**src/rtl/alu_op_driver.sv**
```systemverilog
// alu_op_driver: decodes one instruction, drives the ALU for SETTLE_CYCLES
// cycles, captures the outcome and hands it off over a valid/ready pair.
module alu_op_driver #(
  parameter int unsigned SETTLE_CYCLES = 1
) (
  input  logic        clk,
  input  logic        reset,
  input  logic        in_valid,
  output logic        in_ready,
  input  logic [5:0]  opcode,
  input  logic [5:0]  funct,
  input  logic [31:0] rs_data,
  input  logic [31:0] rt_data,
  input  logic [15:0] imm,
  input  logic [31:0] pc_plus4,
  output logic [3:0]  alu_operation,
  output logic [31:0] alu_a,
  output logic [31:0] alu_b,
  input  logic [31:0] alu_result,
  input  logic        alu_zero,
  output logic        out_valid,
  input  logic        out_ready,
  output logic [31:0] result,
  output logic        branch_taken,
  output logic        unsupported
);

  typedef enum logic [1:0] {IDLE, ISSUE, DONE} state_e;

  typedef enum logic [3:0] {
    OP_AND  = 4'd0,
    OP_OR   = 4'd1,
    OP_NOR  = 4'd2,
    OP_ADD  = 4'd3,
    OP_SUB  = 4'd4,
    OP_LUI  = 4'd5,
    OP_JAL  = 4'd6,
    OP_NONE = 4'd7
  } alu_op_e;

  localparam logic [3:0] SETTLE_INIT = 4'(SETTLE_CYCLES - 1);

  state_e      state_q, state_d;
  logic [3:0]  cnt_q, cnt_d;
  alu_op_e     op_q, op_d;
  logic [31:0] a_q, a_d;
  logic [31:0] b_q, b_d;
  logic [5:0]  opc_q, opc_d;
  logic        pend_unsup_q, pend_unsup_d;
  logic [31:0] result_q, result_d;
  logic        taken_q, taken_d;
  logic        unsup_q, unsup_d;

  alu_op_e     dec_op;
  logic [31:0] dec_a;
  logic [31:0] dec_b;
  logic        dec_unsup;
  logic [31:0] imm_sext;
  logic [31:0] imm_zext;

  assign imm_sext = {{16{imm[15]}}, imm};
  assign imm_zext = {16'h0000, imm};

  always_comb begin
    dec_op    = OP_NONE;
    dec_a     = '0;
    dec_b     = '0;
    dec_unsup = 1'b1;
    case (opcode)
      6'h00: begin
        case (funct)
          6'h20, 6'h21: begin dec_op = OP_ADD; dec_unsup = 1'b0; end
          6'h22, 6'h23: begin dec_op = OP_SUB; dec_unsup = 1'b0; end
          6'h24:        begin dec_op = OP_AND; dec_unsup = 1'b0; end
          6'h25:        begin dec_op = OP_OR;  dec_unsup = 1'b0; end
          6'h27:        begin dec_op = OP_NOR; dec_unsup = 1'b0; end
          default:      dec_unsup = 1'b1;
        endcase
        if (!dec_unsup) begin
          dec_a = rs_data;
          dec_b = rt_data;
        end
      end
      6'h08, 6'h09, 6'h23, 6'h2B: begin
        dec_op = OP_ADD; dec_a = rs_data; dec_b = imm_sext; dec_unsup = 1'b0;
      end
      6'h0C: begin
        dec_op = OP_AND; dec_a = rs_data; dec_b = imm_zext; dec_unsup = 1'b0;
      end
      6'h0D: begin
        dec_op = OP_OR;  dec_a = rs_data; dec_b = imm_zext; dec_unsup = 1'b0;
      end
      6'h0F: begin
        dec_op = OP_LUI; dec_a = rs_data; dec_b = imm_zext; dec_unsup = 1'b0;
      end
      6'h04, 6'h05: begin
        dec_op = OP_SUB; dec_a = rs_data; dec_b = rt_data;  dec_unsup = 1'b0;
      end
      6'h03: begin
        dec_op = OP_JAL; dec_a = rs_data; dec_b = pc_plus4; dec_unsup = 1'b0;
      end
      default: dec_unsup = 1'b1;
    endcase
  end

  always_comb begin
    state_d      = state_q;
    cnt_d        = cnt_q;
    op_d         = op_q;
    a_d          = a_q;
    b_d          = b_q;
    opc_d        = opc_q;
    pend_unsup_d = pend_unsup_q;
    result_d     = result_q;
    taken_d      = taken_q;
    unsup_d      = unsup_q;
    case (state_q)
      IDLE: begin
        if (in_valid) begin
          op_d         = dec_op;
          a_d          = dec_a;
          b_d          = dec_b;
          opc_d        = opcode;
          pend_unsup_d = dec_unsup;
          cnt_d        = SETTLE_INIT;
          state_d      = ISSUE;
        end
      end
      ISSUE: begin
        if (cnt_q == 4'd0) begin
          result_d = pend_unsup_q ? '0 : alu_result;
          if (pend_unsup_q)         taken_d = 1'b0;
          else if (opc_q == 6'h04)  taken_d = alu_zero;
          else if (opc_q == 6'h05)  taken_d = ~alu_zero;
          else                      taken_d = 1'b0;
          unsup_d  = pend_unsup_q;
          state_d  = DONE;
        end else begin
          cnt_d = cnt_q - 4'd1;
        end
      end
      DONE: begin
        if (out_ready) state_d = IDLE;
      end
      default: state_d = IDLE;
    endcase
  end

  always_ff @(posedge clk) begin
    if (reset) begin
      state_q      <= IDLE;
      cnt_q        <= '0;
      op_q         <= OP_AND;
      a_q          <= '0;
      b_q          <= '0;
      opc_q        <= '0;
      pend_unsup_q <= 1'b0;
      result_q     <= '0;
      taken_q      <= 1'b0;
      unsup_q      <= 1'b0;
    end else begin
      state_q      <= state_d;
      cnt_q        <= cnt_d;
      op_q         <= op_d;
      a_q          <= a_d;
      b_q          <= b_d;
      opc_q        <= opc_d;
      pend_unsup_q <= pend_unsup_d;
      result_q     <= result_d;
      taken_q      <= taken_d;
      unsup_q      <= unsup_d;
    end
  end

  assign in_ready      = (state_q == IDLE);
  assign out_valid     = (state_q == DONE);
  assign alu_operation = op_q;
  assign alu_a         = a_q;
  assign alu_b         = b_q;
  assign result        = result_q;
  assign branch_taken  = taken_q;
  assign unsupported   = unsup_q;

endmodule
```
**config.mk**
```make
export PLATFORM = sky130hd
export DESIGN_NAME = alu_op_driver
export DESIGN_NICKNAME = d
export VERILOG_FILES = /design/src/rtl/alu_op_driver.sv
export SDC_FILE = /design/constraint.sdc
export NUM_CORES = 1
export LEC_CHECK = 0
export ABC_AREA = 0
export BUFFER_PORTS_ARGS = -buffer_cell sky130_fd_sc_hd__buf_4
export CORE_AREA = 2 2 103 105
export CTS_CLUSTER_DIAMETER = 150
export DETAILED_ROUTE_END_ITERATION = 7
export DIE_AREA = 0 0 105 107
export PLACE_DENSITY = 0.87
export SLEW_MARGIN = 25
export SYNTH_ARGS = -nofsm -noshare
export SYNTH_HDL_FRONTEND = slang
export SYNTH_SLANG_ARGS = --single-unit
export TNS_END_PERCENT = 30
```
**constraint.sdc**
```tcl
create_clock -name clk -period 4.75 [get_ports clk]
set_input_delay 0 -clock clk [delete_from_list [all_inputs] [get_ports clk]]
set_output_delay 0 -clock clk [all_outputs]
set_load 0.05 [all_outputs]
```
==> flow_summary.yaml <==
floorplanning:
  die_area_mm2: 0.0112
  dieWidth_um: 105
  fp.dieH_um: 107
  core_region_area_mm2: 0.0101
  initial_core_util_pct: 46.8
  rows: 37
  ios: 265
sta:
  maxSlewHeadroom_pct: 33.3
  report.final.slew_viol_count: 0
  hold_slack_ps: 80.4
  min_period_over_period_pct: 68.7
  finalSetupViolCount: 0
  finalCriticalPeriod_ps: 3260
  fmax_ghz: 0.306
  grt_setup_unrepaired: "no"
  tns_ps: 0
  hold_viol: 0
  clock_skew_ps: 10.8
  tightestPinTransition_ps: 996
worst_setup_path:
  path_cells: "nor3b_2, nand2b_1, nor3_4, a22oi_1, o21ai_1, dlygate4sd3_1"
  cp_slowest_cell: "nor3b_2"
  r2r_end: "alu_b[14]"
  cpPeakStageDelay_ps: 830
  crit_path_max_fanout: 16
  r2r.worst_path.cells: 6
  crit_buf_inv: 1
  cp.required_ps: 5200
  critPathArrivalTime_ps: 3720
  worstSetupPathType: "reg2reg"
  crit_family: "simple AND/OR/NAND/NOR gates"
  reg2reg_from: "state_q[1]"
  worstSetupStartpointType: "flip-flop"
  end_kind: "flip-flop"
  regToRegSetupSlack_ps: 1490
yosys:
  ys.warnings.count: 0
  synth_edf_count: 0
  synth.area.top_cells: "dfxtp_1, a22o_1, nor3b_1, a21oi_1, nor2_1"
  syn_inst: 499
  synth_top_area_share_pct: 48.3
  yosysSeqAreaShare_pct: 48.3
  synth-seq-cells: 114
  synth_nets: 662
  avgSynthCellArea_um2: 9.47
  synth_top_area_cell: "dfxtp_1"
  syn_area_mm2: 0.00472
  async_flop_share_pct: 0
  ys.flop_type: "dfxtp_1"
  synth_cell_types: 56
cts:
  clock_latency_ps: 510
  clockRootBuffer: "clkbuf_8"
  numCtsBuffers: 17
  clock-sinks: 114
  cts_tree: "built"
  clk_pin_slew_worst_paths_ps: 60
  htree_num_levels: 4
  clockBufferDepth: 2
  cts_setup_buffers: 0
global_routing:
  grt_pass1_vias: 6604
  grt_util_all_layers_pct: 42.2
  overflow: 0
  grt_pass1_wl_um: 36800
  antenna_found_initial: 0
  grt_start_max_net_pins: 69
finish:
  layout.nets: 1084
  final_common_cell: "buf_4"
  drive_gt1_share_pct: 34.6
  syn2layout_area_growth_pct: 92.7
  layout_common_cells: "buf_4, dlygate4sd3_1, dfxtp_1, nor2_1, a21oi_1"
  fin_area_mm2: 0.00910
pwr:
  powerDensity_mw_per_mm2: 327
  leakagePower_uw: 0.00398
  vdd_ir_drop_max_mv: 0.278
placed_design:
  hpwlAfterDp_um: 11200
  io_buffers: 263
  dpl_cell_area_mm2: 0.00674
  gp_congestion: 0.897
worst_hold_path:
  min_from: "funct[0]"
  holdCritPathClass: "in2reg"
  holdPathEnd: "alu_operation[1]"
  hold_depth: 4
route:
  drt_iter0_markers: 948
  wl_um: 24300
  first_pass_iters: 8
  routedWlPerCell_um: 22.7
  drc_errors: 0
  num_vias: 6430
  routed_via_density: 6.00
  ant_nets: 0
outcome:
  status: "finished, final reports clean"
flow_run:
  maxCapViolations: 0
-- worst max-delay path by stage --
stage                          start    endpoint  slack [ps]  depth (start not counted)
after floorplan             cnt_q[0]  result[10]        3050                          8
after global placement    state_q[1]   alu_a[26]        2070                          4
after detailed placement  state_q[1]    alu_b[0]        2310                          5
after CTS                 state_q[1]    alu_b[0]        1740                          6
after global routing      state_q[1]   alu_b[14]        1340                          6
final                     state_q[1]   alu_b[14]        1490                          6
-- cells in the mapped netlist, types with 2 or more instances --
cell type	n
buf_4	2
a21bo_2	2
a22oi_1	17
o21a_1	2
o21ai_1	32
nand2_1	30
o21ai_0	2
buf_2	8
buf_6	5
nor2b_1	4
nor3_1	5
nor3b_1	35
dfxtp_1	114
nand3_1	3
mux2i_1	2
inv_1	3
nor4_2	2
nor4_1	3
a22o_1	32
nand3b_1	2
nand2b_1	5
ha_1	2
a31oi_1	2
a222oi_1	16
a221oi_1	16
xnor2_1	2
clkbuf_1	30
a211oi_1	2
a32oi_1	2
a21oi_1	43
nor3_4	2
nor2_1	48
-- routing by layer --
layer	wire, um	GRT usage, %	share of wire (%)
met4	1940	29.4	8.0
met3	2150	14.5	8.8
met5	0	0	0
met1	8320	43.2	34
met2	11900	72.4	49
-- area by class of cell --
class                   instances  area [um^2]
inverters                       4         15.0
flip-flops and latches        114         2280
clock buffers                  21          449
diodes                          1         2.50
repair buffers                449         3820
multi-input cells             335         2230
well taps                     136          170
clock inverters                11          130
fillers                       388          987
-- per-stage QoR --
stage,util (%),worst slack [ps],instances,power [uW]
after CTS,90.2,1740,1070,2910
after detailed placement,66.8,2310,860,1570
after floorplan,-,3050,499,1370
after global routing,90.2,1340,1070,3050
final,90.2,1490,1071,2970
after global placement,66.6,2070,858,1550
-- report_power, final --
part           switching (uW)  internal (uW)  leakage [uW]
clock                     478            777      0.000271
combinational             380            301       0.00278
sequential               33.6           1000      0.000924
total                     892           2080       0.00398
-- repair_timing --
item | 4_1_cts | 5_1_grt
hold endpoints to repair | 112 | 0
gates resized for setup | 0 | 0
hold buffers | 178 | 0
-- registers in the layout (all words and copies together) (netlist names) --
signal,flops
state_q,2
alu_a,32
cnt_q,4
opc_q,6
branch_taken,1
pend_unsup_q,1
alu_operation,3
alu_b,32
unsupported,1
result,32
-- worst reg2reg max path: stages (launching register included) --
cell,delay [ps]
dfxtp_1,350
nor3b_2,830
nand2b_1,360
nor3_4,700
a22oi_1,220
o21ai_1,170
dlygate4sd3_1,570
-- kinds of logic (layout without fill, tap and decap cells) --
kind of cell | Yosys count | after routing | synth area share [%]
other cells | 1 | 2 | 0.0794
compound gates | 177 | 177 | 26.7
buf+inv | 50 | 485 | 5.14
fa+ha+maj | 2 | 2 | 0.530
xor+xnor | 3 | 3 | 0.556
simple gates | 150 | 150 | 18.2
flops | 114 | 114 | 48.3
mux | 2 | 2 | 0.424
Note: power is estimated with default switching activity, not from simulation.
